**config.mk**
```make
export PLATFORM = sky130hd
export DESIGN_NAME = riscv_if
export DESIGN_NICKNAME = d
export VERILOG_FILES = /design/src/rtl/riscv_if.sv
export SDC_FILE = /design/constraint.sdc
export NUM_CORES = 1
export LEC_CHECK = 0
export BUFFER_PORTS_ARGS = -buffer_cell sky130_fd_sc_hd__buf_4
export CORE_MARGIN = 2
export CORE_UTILIZATION = 48
export DETAILED_ROUTE_END_ITERATION = 16
export PLACE_DENSITY = 0.74
export SYNTH_ARGS = -nofsm -noshare
export SYNTH_HDL_FRONTEND = slang
export SYNTH_SLANG_ARGS = --single-unit
```
**constraint.sdc**
```tcl
create_clock -name clk -period 3.5 [get_ports clk]
set_input_delay 0.175 -clock clk [delete_from_list [all_inputs] [get_ports clk]]
set_output_delay 0.175 -clock clk [all_outputs]
set_load 0.01 [all_outputs]
```
**src/rtl/riscv_if.sv**
```systemverilog
// riscv_if -- instruction-fetch stage.
//
// Holds the fetch PC and keeps at most one request to instruction memory
// outstanding. Returned words are queued in a small FIFO and presented to
// decode as {pc_o, inst_o} under a valid/ready handshake. A taken branch from
// execute redirects the PC, empties the FIFO and squashes ID/EX via flush_o.
//
// Ports:
//   clk, rst                 core clock, synchronous active-high reset
//   imem_req_o/imem_addr_o   memory request and word address (== pc register)
//   imem_ack_i/imem_rdata_i  response strobe and returned instruction word
//   inst_valid_o/inst_o/pc_o FIFO head towards decode (NOP / 0 when empty)
//   id_ready_i               decode accepts the head this cycle
//   ex_br_i, ex_zero_en_i,
//   ex_alu_zero_i, ex_pc_i,
//   ex_offset_i              branch outcome and target inputs from execute
//   flush_o                  branch taken this cycle (combinational)
module riscv_if #(
  parameter logic [31:0] RESET_PC   = 32'h0000_0000,
  parameter int unsigned FIFO_DEPTH = 2
) (
  input  logic        clk,
  input  logic        rst,
  output logic        imem_req_o,
  output logic [31:0] imem_addr_o,
  input  logic        imem_ack_i,
  input  logic [31:0] imem_rdata_i,
  output logic        inst_valid_o,
  output logic [31:0] inst_o,
  output logic [31:0] pc_o,
  input  logic        id_ready_i,
  input  logic        ex_br_i,
  input  logic        ex_zero_en_i,
  input  logic        ex_alu_zero_i,
  input  logic [31:0] ex_pc_i,
  input  logic [31:0] ex_offset_i,
  output logic        flush_o
);

  localparam int unsigned PTR_W = (FIFO_DEPTH > 1) ? $clog2(FIFO_DEPTH) : 1;
  localparam int unsigned CNT_W = $clog2(FIFO_DEPTH + 1);
  localparam logic [31:0] NOP   = 32'h0000_0013;

  // IDLE: no request. FETCH: request live, data will be kept.
  // DROP: request live, but a redirect arrived; its data will be discarded.
  typedef enum logic [1:0] {IDLE, FETCH, DROP} state_e;

  state_e           state_q, state_d;
  logic [31:0]      pc_q, pc_d;
  logic [31:0]      redirect_pc_q, redirect_pc_d;
  logic [PTR_W-1:0] wr_ptr_q, wr_ptr_d;
  logic [PTR_W-1:0] rd_ptr_q, rd_ptr_d;
  logic [CNT_W-1:0] count_q, count_d;
  logic [31:0]      fifo_pc_q   [FIFO_DEPTH];
  logic [31:0]      fifo_inst_q [FIFO_DEPTH];

  logic             taken;
  logic [31:0]      target;
  logic             push;
  logic             pop;
  logic [CNT_W-1:0] count_after;
  logic [FIFO_DEPTH-1:0] wr_en;

  assign taken  = ex_br_i & (ex_alu_zero_i == ex_zero_en_i);
  assign target = (ex_pc_i + ex_offset_i) & 32'hFFFF_FFFC;

  // Only a FETCH-state ack delivers useful data; a simultaneous redirect
  // makes that word stale.
  assign push = (state_q == FETCH) & imem_ack_i & ~taken;
  assign pop  = inst_valid_o & id_ready_i;

  assign imem_req_o   = (state_q != IDLE);
  assign imem_addr_o  = pc_q;
  assign flush_o      = taken;
  assign inst_valid_o = (count_q != '0);
  assign inst_o       = inst_valid_o ? fifo_inst_q[rd_ptr_q] : NOP;
  assign pc_o         = inst_valid_o ? fifo_pc_q[rd_ptr_q] : 32'h0000_0000;

  always_comb begin
    state_d       = state_q;
    pc_d          = pc_q;
    redirect_pc_d = redirect_pc_q;
    wr_ptr_d      = wr_ptr_q + PTR_W'(push);
    rd_ptr_d      = rd_ptr_q + PTR_W'(pop);
    count_after   = count_q + CNT_W'(push) - CNT_W'(pop);
    count_d       = count_after;

    if (taken) begin
      count_d  = '0;
      wr_ptr_d = '0;
      rd_ptr_d = '0;
    end

    case (state_q)
      IDLE: begin
        // Resuming on the post-pop count lets a full FIFO restart fetching
        // in the same cycle decode frees a slot, avoiding a bubble.
        if (taken) begin
          pc_d    = target;
          state_d = FETCH;
        end else if (count_after < CNT_W'(FIFO_DEPTH)) begin
          state_d = FETCH;
        end
      end
      FETCH: begin
        if (taken) begin
          if (imem_ack_i) begin
            pc_d = target;
          end else begin
            // Address must stay stable until the ack; park the target.
            redirect_pc_d = target;
            state_d       = DROP;
          end
        end else if (imem_ack_i) begin
          pc_d    = pc_q + 32'd4;
          state_d = (count_after < CNT_W'(FIFO_DEPTH)) ? FETCH : IDLE;
        end
      end
      DROP: begin
        if (taken) begin
          if (imem_ack_i) begin
            pc_d    = target;
            state_d = FETCH;
          end else begin
            redirect_pc_d = target;
          end
        end else if (imem_ack_i) begin
          pc_d    = redirect_pc_q;
          state_d = FETCH;
        end
      end
      default: state_d = IDLE;
    endcase
  end

  for (genvar gi = 0; gi < FIFO_DEPTH; gi++) begin : g_wr_en
    assign wr_en[gi] = push & (wr_ptr_q == PTR_W'(gi));
  end

  // Storage needs no reset: the head is masked by the count.
  always_ff @(posedge clk) begin
    for (int i = 0; i < FIFO_DEPTH; i++) begin
      if (wr_en[i]) begin
        fifo_pc_q[i]   <= pc_q;
        fifo_inst_q[i] <= imem_rdata_i;
      end
    end
  end

  always_ff @(posedge clk) begin
    if (rst) begin
      state_q       <= IDLE;
      pc_q          <= RESET_PC;
      redirect_pc_q <= RESET_PC;
      wr_ptr_q      <= '0;
      rd_ptr_q      <= '0;
      count_q       <= '0;
    end else begin
      state_q       <= state_d;
      pc_q          <= pc_d;
      redirect_pc_q <= redirect_pc_d;
      wr_ptr_q      <= wr_ptr_d;
      rd_ptr_q      <= rd_ptr_d;
      count_q       <= count_d;
    end
  end

endmodule

```
-- Word level (Yosys, flattened, before mapping)
Memory sizes are Yosys's and may differ from the RTL's. A register that Yosys moved wholly into a read port is not among the register bits.
Cells that the tools add are included.
- RAM bits: 128
- memories kept: 2
- word-level logic and storage cells: 73
- output and inout bits: 99
- input bits: 103
- register bits: 68
- bitwise logic cells: 9
- add/sub/neg operators: 6
- mux-type cells: 29
- reduce and logical (&&, ||, !) cells: 11
- eq/ne operators: 9
- order comparisons: 1
- memory list (name ; words ; width ; rd ports ; clocked after memory_dff ; wr ports ; RTL line ; source):
    fifo_inst_q ; 2 ; 32 ; 1 ; 1 ; 1 ; 55 ; logic [31:0] fifo_inst_q [FIFO_DEPTH];
    fifo_pc_q ; 2 ; 32 ; 1 ; 1 ; 1 ; 54 ; logic [31:0] fifo_pc_q [FIFO_DEPTH];
- operators by type and width (operator ; number):
    $mux W32 ; 10
    $pmux W32 S3 ; 1
    $reduce_or A32 Y1 ; 2
    $add A32 B3 Y32 const B ; 1
    $add A32 B32 Y32 ; 1
    $mux W2 ; 6
    $ne A3 B3 Y1 const B ; 4
    $mux W1 ; 11
    $reduce_and A4 Y1 ; 2
    $and A1 B1 Y1 ; 6
    $pmux W2 S3 ; 1
    $ne A2 B2 Y1 const B ; 2
    $reduce_bool A2 Y1 ; 2
    $reduce_or A2 Y1 ; 2
    $not A1 Y1 ; 3
    $reduce_and A3 Y1 ; 1
    $reduce_bool A3 Y1 ; 1
    $add A1 B1 Y1 ; 2
    $add A2 B1 Y2 ; 1
    $eq A2 B1 Y1 const B ; 1
    $eq A2 B2 Y1 const B ; 1
    $logic_not A2 Y1 ; 1
    $lt A2 B2 Y1 const B ; 1
    $sub A2 B1 Y2 ; 1
    $eq A1 B1 Y1 ; 1

-- Logic depth before layout (Yosys ltp)
Gate-level depths: netlist (run 1).
- depth after elaboration: 11
- depth in mapped cells: 14
- gate-level depth less buffers: 12

-- Worst setup path before layout (run 1)
Ideal clock, no wire load.
- path type: register to register
- start point: reg state_q[1]
- end point: mem fifo_inst_q[1][0], enable pin
- path slack: 206 ps
- data arrival time: 2865 ps
- path buffers: 2
- period minus slack after synthesis: 3294 ps
- cell stages (with the launch flop): 8
- path through: dfxtp_1 > inv_1 > ha_1 > clkbuf_1 > clkbuf_1 > nand3_1 > inv_1 > ha_1
- longest elaborated chain between the ends: 8
- elaborated cells on any way between the ends: 12
- RTL lines (what ; RTL line ; source):
    start, declared ; 48 ; state_e state_q, state_d;
    start signal, assigned ; 159 ; state_q <= state_d;
    $eq A2 B1 Y1 (*) ; 69 ; assign push = (state_q == FETCH) & imem_ack_i & ~taken;
    $and A1 B1 Y1 (*) (2 in series) ; 69 ;
    $and A1 B1 Y1 (*) ; 137 ; assign wr_en[gi] = push & (wr_ptr_q == PTR_W'(gi));
    via wr_en[1] ; 62 ; logic [FIFO_DEPTH-1:0] wr_en;
    $mux W1 (*) ; 143 ; if (wr_en[i]) begin
    $mux W1 (not written as such) (*) ; 145 ; fifo_inst_q[i] <= imem_rdata_i;
    $reduce_or A32 Y1 (no source line) ; n/a ;
    $mux W1 (no source line) ; n/a ;
    end, declared ; 55 ;
Mark *: on every way through the listed nets, which the timed path passes. The rest lies on a longest branch.

-- Worst setup path after layout (run 1)
- start point: reg state_q[0]
- end point: reg pc_q[21], in the netlist imem_addr_o[21]
- longest elaborated chain between the ends: 3
- elaborated cells on any way between the ends: 9
- RTL lines (what ; RTL line ; source):
    $eq A2 B2 Y1 (tied with other cells) ; 94 ; case (state_q)
    $ne A3 B3 Y1 (no source line) (tied with other cells) ; n/a ;
    $reduce_and A4 Y1 (no source line) ; n/a ;
    end signal, assigned ; 160 ; pc_q <= pc_d;
    end, declared ; 49 ; logic [31:0] pc_q, pc_d;
Parallel ways exist; a longest one is shown, timed or not.
A chain may end at the register's enable or synchronous reset.

==> results of run 1 <==
[logic make-up after synthesis]
kind of cell	after synthesis	synth area share, %
xor+xnor	36	3.002
fa+ha+maj	39	4.646
simple gates	336	15.21
buf+inv	81	2.966
flops	196	49.56
compound gates	291	18.23
mux	67	6.385
[cell usage after synthesis, types with 9 or more instances]
cell type / number
sky130_fd_sc_hd__a21oi_1: 92
sky130_fd_sc_hd__a21o_1: 25
sky130_fd_sc_hd__ha_1: 39
sky130_fd_sc_hd__nand4_1: 17
sky130_fd_sc_hd__nor3_1: 23
sky130_fd_sc_hd__a221oi_1: 9
sky130_fd_sc_hd__o21ai_0: 57
sky130_fd_sc_hd__nand2_1: 93
sky130_fd_sc_hd__xnor2_1: 24
sky130_fd_sc_hd__and4_1: 9
sky130_fd_sc_hd__nor2_1: 115
sky130_fd_sc_hd__inv_1: 19
sky130_fd_sc_hd__xor2_1: 12
sky130_fd_sc_hd__nand3_1: 31
sky130_fd_sc_hd__edfxtp_1: 128
sky130_fd_sc_hd__dfxtp_1: 68
sky130_fd_sc_hd__clkbuf_1: 47
sky130_fd_sc_hd__mux2i_1: 67
[final cells by class]
| class | instances | area (sq um) |
|---|---|---|
| clock buffers | 21 | 460.4 |
| clock inverters | 11 | 150.1 |
| fillers | 1805 | 8353 |
| inverters | 20 | 75.07 |
| multi-input cells | 769 | 4999 |
| flip-flops and latches | 196 | 5209 |
| well taps | 280 | 350.3 |
| repair buffers | 259 | 2024 |
[cells in the final DEF, fill, tap and decap left out, types with 7 or more instances in the layout]
cell / n
sky130_fd_sc_hd__edfxtp_1: 128
sky130_fd_sc_hd__nand3_1: 31
sky130_fd_sc_hd__and2_1: 8
sky130_fd_sc_hd__dfxtp_1: 67
sky130_fd_sc_hd__or3_1: 7
sky130_fd_sc_hd__and3_1: 8
sky130_fd_sc_hd__nor2_1: 114
sky130_fd_sc_hd__buf_4: 227
sky130_fd_sc_hd__xnor2_1: 24
sky130_fd_sc_hd__o21ai_1: 7
sky130_fd_sc_hd__mux2i_1: 67
sky130_fd_sc_hd__clkbuf_16: 17
sky130_fd_sc_hd__a21o_1: 25
sky130_fd_sc_hd__a21oi_1: 92
sky130_fd_sc_hd__ha_1: 37
sky130_fd_sc_hd__o21ai_0: 57
sky130_fd_sc_hd__a31oi_1: 8
sky130_fd_sc_hd__dlygate4sd3_1: 32
sky130_fd_sc_hd__a221oi_1: 9
sky130_fd_sc_hd__and4_1: 9
sky130_fd_sc_hd__inv_1: 19
sky130_fd_sc_hd__a211oi_1: 7
sky130_fd_sc_hd__xor2_1: 12
sky130_fd_sc_hd__nor3_1: 23
sky130_fd_sc_hd__nand4_1: 17
sky130_fd_sc_hd__nand2_1: 93
[final timing paths]
kind              slack [ns]               end  cells past startpoint
setup / recovery        0.82   imem_addr_o[21]                      9
hold / removal          0.21          rd_ptr_q                      4
setup reg to reg        0.82   imem_addr_o[21]                      9
hold reg to reg         0.46  redirect_pc_q[8]                      2
[per-stage QoR]
step / area, sq um / std cells / worst slack, ns
finish: 13270 / 1556 / 0.8218
global route: 13270 / 1556 / 0.6180
CTS: 13270 / 1556 / 0.8629
detailed placement: 12340 / 1492 / 0.7887
global placement: 12340 / 1492 / 0.8393
floorplan: 10500 / 1046 / 0.2062
[worst max-delay path, cell delays in order (launching register included)]
cell,delay [ns]
sky130_fd_sc_hd__dfxtp_1,0.38
sky130_fd_sc_hd__inv_1,0.08
sky130_fd_sc_hd__ha_1,0.22
sky130_fd_sc_hd__nor2_1,0.28
sky130_fd_sc_hd__o21ai_1,0.12
sky130_fd_sc_hd__a21oi_1,0.33
sky130_fd_sc_hd__nand2_1,0.33
sky130_fd_sc_hd__or3_1,0.49
sky130_fd_sc_hd__o2bb2a_1,0.30
sky130_fd_sc_hd__o21ai_1,0.08
[routing by layer]
metal  track usage (%)  vias up
met5                 0        -
met4             6.631        0
met3             3.793       41
met2             40.33      405
met1             34.04     4318
li1                  -     4337
[sequential cells by signal, indices dropped and copies added, names as in the netlist]
name           flops
wr_ptr_q           1
rd_ptr_q           1
fifo_inst_q       64
redirect_pc_q     30
state_q            2
count_q            2
fifo_pc_q         64
imem_addr_o       32
[power by group through the flow]
| stage | registers (uW) | logic (uW) | clock network, uW |
|---|---|---|---|
| after floorplan | 3040 | 1370 | 0 |
| after global placement | 3120 | 2310 | 0 |
| after detailed placement | 3130 | 2330 | 0 |
| after CTS | 3080 | 2370 | 2030 |
| after global routing | 3130 | 2610 | 2120 |
| final | 3090 | 2400 | 2020 |
==> impl_metrics.prom, run 1 <==
# TYPE chip_impl_metric gauge
chip_impl_metric{name="synth_sequential_area_ratio",unit="%"} 49.56
chip_impl_metric{name="floorplan.die.height",unit="um"} 151.9
chip_impl_info{name="setup_crit_path_kind",value="reg2reg"} 1
chip_impl_metric{name="grt_use_total",unit="%"} 24.54
chip_impl_metric{name="routed_via_density",unit=""} 5.849
chip_impl_metric{name="timing.final.max_slew_violations",unit=""} 0
chip_impl_metric{name="power_density",unit="nW/um^2"} 565.7
chip_impl_metric{name="synth_seq_cells",unit=""} 196
chip_impl_metric{name="drt_first_iter_violations",unit=""} 782
chip_impl_metric{name="route.layer.met1.wl",unit="um"} 12900
chip_impl_metric{name="fin_tns_setup",unit="ns"} 0
chip_impl_metric{name="core_footprint",unit="sq um"} 21620
chip_impl_metric{name="design_power_total",unit="uW"} 7506
chip_impl_metric{name="max_freq",unit="GHz"} 0.3734
chip_impl_metric{name="ctsResizeCount",unit=""} 0
chip_impl_metric{name="nets",unit=""} 1405
chip_impl_metric{name="synth_largest_type_area_fraction",unit="%"} 36.60
chip_impl_metric{name="synthesis.nets",unit=""} 1188
chip_impl_metric{name="yosys_warnings",unit=""} 0
chip_impl_metric{name="grt_antenna_before_repair",unit=""} 0
chip_impl_info{name="worstSetupStartpointType",value="register"} 1
chip_impl_metric{name="die_area",unit="sq um"} 23080
chip_impl_metric{name="finalCritPeriodShare",unit="%"} 76.52
chip_impl_metric{name="grt_max_degree",unit=""} 66
chip_impl_metric{name="place.detailed.hpwl",unit="um"} 19950
chip_impl_metric{name="total_leakage_power",unit="uW"} 0.005101
chip_impl_metric{name="arrival_time_reported_for_the_critical_path_endpoint",unit="ns"} 3.04
chip_impl_metric{name="synth_area_per_cell",unit="sq um"} 10.04
chip_impl_metric{name="pin_count",unit=""} 202
chip_impl_metric{name="tightestPinTransition",unit="ns"} 1.154
chip_impl_info{name="clock_tree_from_tritoncts",value="yes"} 1
chip_impl_info{name="dr.max_layer_used",value="met4"} 1
chip_impl_metric{name="wl_per_cell",unit="um"} 18.59
chip_impl_metric{name="area_growth",unit="%"} 26.33
chip_impl_metric{name="clockBufferDepth",unit=""} 2
chip_impl_metric{name="async_flop_share",unit="%"} 0
chip_impl_metric{name="required",unit="ns"} 3.86
chip_impl_info{name="regToRegStartpoint",value="state_q[0]"} 1
chip_impl_metric{name="final.setup_skew",unit="ns"} 0.009145
chip_impl_metric{name="route.final.wire_length",unit="um"} 28920
chip_impl_metric{name="synth_edf_count",unit=""} 128
chip_impl_info{name="worst_hold_path_type",value="in2reg"} 1
chip_impl_metric{name="syn_area",unit="sq um"} 10500
chip_impl_metric{name="holdBufCountCts",unit=""} 32
chip_impl_metric{name="rows",unit=""} 54
chip_impl_metric{name="grt_pass1_vias",unit=""} 8686
chip_impl_metric{name="final.min_clock_period",unit="ns"} 2.678
chip_impl_info{name="rsz0062_at_grt",value="false"} 1
chip_impl_metric{name="grt-ovfl-total",unit=""} 0
chip_impl_metric{name="port_buffers",unit=""} 201
chip_impl_metric{name="maxCapViolCount",unit=""} 0
chip_impl_metric{name="power_share_of_the_sequential_group",unit="%"} 41.1
chip_impl_metric{name="p_sw",unit="uW"} 2543
chip_impl_metric{name="final_layout_size_suffix_gt1_share",unit="%"} 22.10
chip_impl_metric{name="detailroute.via_count",unit=""} 9101
chip_impl_metric{name="ant_nets",unit=""} 0
chip_impl_metric{name="wl_met2",unit="um"} 13340
chip_impl_metric{name="clock_latency",unit="ns"} 0.43
chip_impl_metric{name="routabilityCongestion",unit=""} 0.9550
chip_impl_info{name="worst_hold_startpoint",value="id_ready_i"} 1
chip_impl_info{name="critPathCaptureType",value="register"} 1
chip_impl_metric{name="tritoncts_num_sinks",unit=""} 196
chip_impl_metric{name="route.met3.wl",unit="um"} 2216
chip_impl_info{name="postSynth.topFlopCell",value="sky130_fd_sc_hd__edfxtp_1"} 1
chip_impl_metric{name="grt_pass1_wl",unit="um"} 46170
chip_impl_metric{name="netSwitchingFraction",unit="%"} 33.88
chip_impl_info{name="outcome",value="complete, no violations"} 1
chip_impl_metric{name="numCtsBuffers",unit=""} 17
chip_impl_metric{name="drt_drc_violations_left",unit=""} 0
chip_impl_metric{name="die_width",unit="um"} 151.9
chip_impl_metric{name="ir_worst_vdd",unit="V"} 0.0003345
chip_impl_metric{name="cells_after_synth",unit=""} 1046
chip_impl_info{name="cp-startpoint",value="state_q[0]"} 1
chip_impl_metric{name="path_max_fanout",unit=""} 9
chip_impl_info{name="synth.top_cells.by_area",value="sky130_fd_sc_hd__edfxtp_1 37%, sky130_fd_sc_hd__dfxtp_1 13%, sky130_fd_sc_hd__mux2i_1 6.4%"} 1
chip_impl_metric{name="final_core_utilization",unit="%"} 61.37
chip_impl_metric{name="clock_network_fraction_of_total_power",unit="%"} 26.9
chip_impl_info{name="synth_top_cell_by_area",value="sky130_fd_sc_hd__edfxtp_1"} 1
chip_impl_metric{name="htree_levels",unit=""} 4
chip_impl_metric{name="hold_violation_total_from_the_final_report",unit=""} 0
chip_impl_metric{name="relative_max_transition_margin",unit="%"} 23.07
chip_impl_metric{name="power.internal",unit="uW"} 4963
chip_impl_metric{name="setup_fix_buffers_added_after_clock_tree_synthesis",unit=""} 0
chip_impl_metric{name="setup_viol_count_final",unit=""} 0
chip_impl_info{name="root_buffer",value="sky130_fd_sc_hd__clkbuf_16"} 1
chip_impl_metric{name="clk_pin_slew",unit="ns"} 0.07
chip_impl_metric{name="yosys.cell_types.count",unit=""} 78
chip_impl_metric{name="whs",unit="ns"} 0.2118
chip_impl_metric{name="antenna_cells",unit=""} 0
chip_impl_metric{name="initial_core_util",unit="%"} 48.58
chip_impl_metric{name="comb_power_share",unit="%"} 31.9
chip_impl_metric{name="drt-pass1-iter-count",unit=""} 5
Power figures use the tool's default switching activity.
==> run 2, diff against run 1 <==
--- a/config.mk
+++ b/config.mk
@@ -9,7 +9,7 @@
 export CORE_MARGIN = 2
 export CORE_UTILIZATION = 48
 export DETAILED_ROUTE_END_ITERATION = 16
-export PLACE_DENSITY = 0.74
+export PLACE_DENSITY = 0.71
 export SYNTH_ARGS = -nofsm -noshare
 export SYNTH_HDL_FRONTEND = slang
 export SYNTH_SLANG_ARGS = --single-unit
==> constraint.sdc (replaced) <==
create_clock -name clk -period 2.6 [get_ports clk]
set_input_delay 0.13 -clock clk [delete_from_list [all_inputs] [get_ports clk]]
set_output_delay 0.13 -clock clk [all_outputs]
set_load 0.01 [all_outputs]
==> run 2 against run 1 <==
Against the previous run: core utilization rose by 2.3 points; hold slack worse by 0.12 ns; sequential share of layout area is 1.4 points lower; register-to-register slack got worse by 0.69 ns; via count grew 3.1%; final cell count is 3.7% higher; global-route usage is 0.37 points higher; largest cell class unchanged; critical endpoint unchanged; flip-flop and latch count is the same; critical path type unchanged; highest routed layer unchanged; setup slack got worse by 0.69 ns; final area is 3.8% higher; power increased by 38%.
==> impl_metrics.prom, run 2 (synthesized netlist as in run 1, its figures left out) <==
# TYPE chip_impl_metric gauge
chip_impl_info{name="most-common-layout-cells",value="282 x sky130_fd_sc_hd__buf_4, 128 x sky130_fd_sc_hd__edfxtp_1, 114 x sky130_fd_sc_hd__nor2_1"} 1
chip_impl_metric{name="drt_first_iter_violations",unit=""} 741
chip_impl_metric{name="setup_viol_count_final",unit=""} 0
chip_impl_metric{name="die_area",unit="sq um"} 23080
chip_impl_metric{name="power_density",unit="nW/um^2"} 749.8
chip_impl_metric{name="arrival_time_reported_for_the_critical_path_endpoint",unit="ns"} 2.82
chip_impl_metric{name="drt-pass1-iter-count",unit=""} 5
chip_impl_metric{name="tritoncts_num_sinks",unit=""} 196
chip_impl_metric{name="floorplan.die.height",unit="um"} 151.9
chip_impl_metric{name="finalCritPeriodShare",unit="%"} 94.78
chip_impl_metric{name="final.setup_skew",unit="ns"} 0.009209
chip_impl_info{name="root_buffer",value="sky130_fd_sc_hd__clkbuf_16"} 1
chip_impl_metric{name="design_power_total",unit="uW"} 10330
chip_impl_metric{name="ir_worst_vdd",unit="V"} 0.0004845
chip_impl_metric{name="fin_tns_setup",unit="ns"} 0
chip_impl_info{name="critical_path.top_delay_family",value="simple AND/OR/NAND/NOR gates"} 1
chip_impl_metric{name="maxCapViolCount",unit=""} 0
chip_impl_metric{name="antenna_cells",unit=""} 0
chip_impl_metric{name="place.detailed.hpwl",unit="um"} 21310
chip_impl_metric{name="clk_pin_slew",unit="ns"} 0.07
chip_impl_metric{name="port_buffers",unit=""} 201
chip_impl_metric{name="routed_via_density",unit=""} 5.817
chip_impl_info{name="crit_path_top_delay_cell",value="sky130_fd_sc_hd__or3_1"} 1
chip_impl_metric{name="tightestPinTransition",unit="ns"} 1.005
chip_impl_metric{name="wl_per_cell",unit="um"} 18.22
chip_impl_metric{name="rows",unit=""} 54
chip_impl_metric{name="initial_core_util",unit="%"} 48.58
chip_impl_metric{name="dpl_worst_slack",unit="ns"} 0.06982
chip_impl_info{name="critical_path.most_common_cell",value="sky130_fd_sc_hd__o21ai_1"} 1
chip_impl_metric{name="nets",unit=""} 1464
chip_impl_metric{name="sequential_cell_area",unit="sq um"} 5209
chip_impl_info{name="outcome",value="complete, no violations"} 1
chip_impl_info{name="worstSetupStartpointType",value="register"} 1
chip_impl_metric{name="slowest_delay",unit="ns"} 0.46
chip_impl_metric{name="path_max_fanout",unit=""} 6
chip_impl_metric{name="routabilityCongestion",unit=""} 0.9773
chip_impl_metric{name="hold_violation_total_from_the_final_report",unit=""} 0
chip_impl_metric{name="setup_slack",unit="ns"} 0.1357
chip_impl_metric{name="pin_count",unit=""} 202
chip_impl_metric{name="area_growth",unit="%"} 31.12
chip_impl_metric{name="htree_levels",unit=""} 4
chip_impl_metric{name="grt_use_total",unit="%"} 24.91
chip_impl_info{name="worst_hold_path_type",value="in2reg"} 1
chip_impl_metric{name="numCtsBuffers",unit=""} 17
chip_impl_metric{name="max_freq",unit="GHz"} 0.4058
chip_impl_metric{name="grt-ovfl-total",unit=""} 0
chip_impl_metric{name="die_width",unit="um"} 151.9
chip_impl_metric{name="clockBufferDepth",unit=""} 2
chip_impl_metric{name="relative_max_transition_margin",unit="%"} 32.73
chip_impl_metric{name="timing.final.max_slew_violations",unit=""} 0
chip_impl_metric{name="required",unit="ns"} 2.95
chip_impl_metric{name="drt_drc_violations_left",unit=""} 0
chip_impl_info{name="critPathCaptureType",value="register"} 1
chip_impl_info{name="rsz0062_at_grt",value="true"} 1
chip_impl_metric{name="grt_pass1_wl",unit="um"} 46970
chip_impl_metric{name="final_layout_size_suffix_gt1_share",unit="%"} 25.58
chip_impl_info{name="mostFrequentLayoutCell",value="sky130_fd_sc_hd__buf_4"} 1
chip_impl_metric{name="total_leakage_power",unit="uW"} 0.005403
chip_impl_metric{name="final.min_clock_period",unit="ns"} 2.464
chip_impl_metric{name="grt_max_degree",unit=""} 62
chip_impl_metric{name="grt_antenna_before_repair",unit=""} 0
chip_impl_metric{name="core_footprint",unit="sq um"} 21620
chip_impl_info{name="cp_cell_sequence",value="inv_1 -> ha_1 -> nor2_1 -> o21ai_1 -> a21oi_1 -> nand2_1 -> or3_1 -> o2bb2a_1 -> o21ai_1"} 1
chip_impl_info{name="clock_tree_from_tritoncts",value="yes"} 1
chip_impl_metric{name="route.final.wire_length",unit="um"} 29390
chip_impl_metric{name="count_of_buffering_cells_on_the_critical_path_with_inverters_included",unit=""} 1
chip_impl_metric{name="grt_pass1_vias",unit=""} 8890
chip_impl_metric{name="area_of_combinational_cells_with_multiple_inputs",unit="sq um"} 5032
chip_impl_metric{name="detailroute.via_count",unit=""} 9383
chip_impl_metric{name="final.fill_count",unit=""} 1809
chip_impl_metric{name="clock_latency",unit="ns"} 0.42
chip_impl_info{name="setup_crit_path_kind",value="reg2reg"} 1
chip_impl_metric{name="ant_nets",unit=""} 0
-- run 2: cell types whose count changed in the layout (fill, tap and decap cells not counted) --
cell	change
sky130_fd_sc_hd__ha_4	+2
sky130_fd_sc_hd__clkinv_4	+2
sky130_fd_sc_hd__inv_6	-1
sky130_fd_sc_hd__a311oi_2	+1
sky130_fd_sc_hd__buf_12	+4
sky130_fd_sc_hd__clkinv_2	-1
sky130_fd_sc_hd__ha_2	-2
sky130_fd_sc_hd__xnor2_2	+1
sky130_fd_sc_hd__clkbuf_1	-1
sky130_fd_sc_hd__xnor2_1	-1
sky130_fd_sc_hd__clkinv_1	+1
sky130_fd_sc_hd__a311oi_1	-1
sky130_fd_sc_hd__buf_4	+55
sky130_fd_sc_hd__clkbuf_8	-2
-- run 2: timing repair --
action,4_1_cts,5_1_grt
endpoints found under the setup margin,0,4
buffers inserted,0,0
resized for setup,0,2
hold buffers,32,0
endpoints found under the hold margin,64,0
-- run 2: per-layer routing --
metal	share of wire, %	global-route usage, %
met5	0	0
met3	7.8	5.163
met1	43	34.00
met4	2.3	7.121
met2	46	40.41
-- run 2: path summary, 6_finish.rpt --
| path | start | to | slack, ns | depth (start not counted) |
|---|---|---|---|---|
| worst max-delay path | state_q[0] | imem_addr_o[21] | 0.14 | 9 |
| worst min-delay path | rst | state_q[0] | 0.09 | 2 |
| worst max register to register | state_q[0] | imem_addr_o[21] | 0.14 | 9 |
| worst min register to register | redirect_pc_q[12] | redirect_pc_q[12] | 0.46 | 2 |
-- run 2: report_power, final --
part | switching (uW) | total [uW] | internal (uW)
clock network | 1120 | 2630 | 1510
logic | 2140 | 3780 | 1640
registers | 204 | 3920 | 3720
-- run 2: final cells by class --
| cell class | instances | area share, % |
|---|---|---|
| clock inverters | 12 | 1.145 |
| repair buffers | 318 | 18.28 |
| flip-flops and latches | 196 | 37.82 |
| well taps | 280 | 2.544 |
| inverters | 20 | 0.5452 |
| clock buffers | 18 | 3.116 |
| multi-input cells | 769 | 36.54 |
-- run 2: worst reg2reg max path, stage by stage, from the launching register on --
cell                       delay [ns]
sky130_fd_sc_hd__dfxtp_1         0.39
sky130_fd_sc_hd__inv_1           0.09
sky130_fd_sc_hd__ha_1            0.21
sky130_fd_sc_hd__nor2_1          0.27
sky130_fd_sc_hd__o21ai_1         0.12
sky130_fd_sc_hd__a21oi_1         0.23
sky130_fd_sc_hd__nand2_1         0.26
sky130_fd_sc_hd__or3_1           0.47
sky130_fd_sc_hd__o2bb2a_1        0.28
sky130_fd_sc_hd__o21ai_1         0.07
-- run 2: through the flow --
stage	hold WS, ns	area (sq um)	util (%)	instances
floorplan	0.2289	10510	-	1046
global placement	0.3151	12850	59.43	1551
detailed placement	0.3185	12850	59.43	1551
CTS	0.07700	13760	63.63	1613
global route	0.08527	13770	63.69	1613
finish	0.09424	13770	63.69	1613
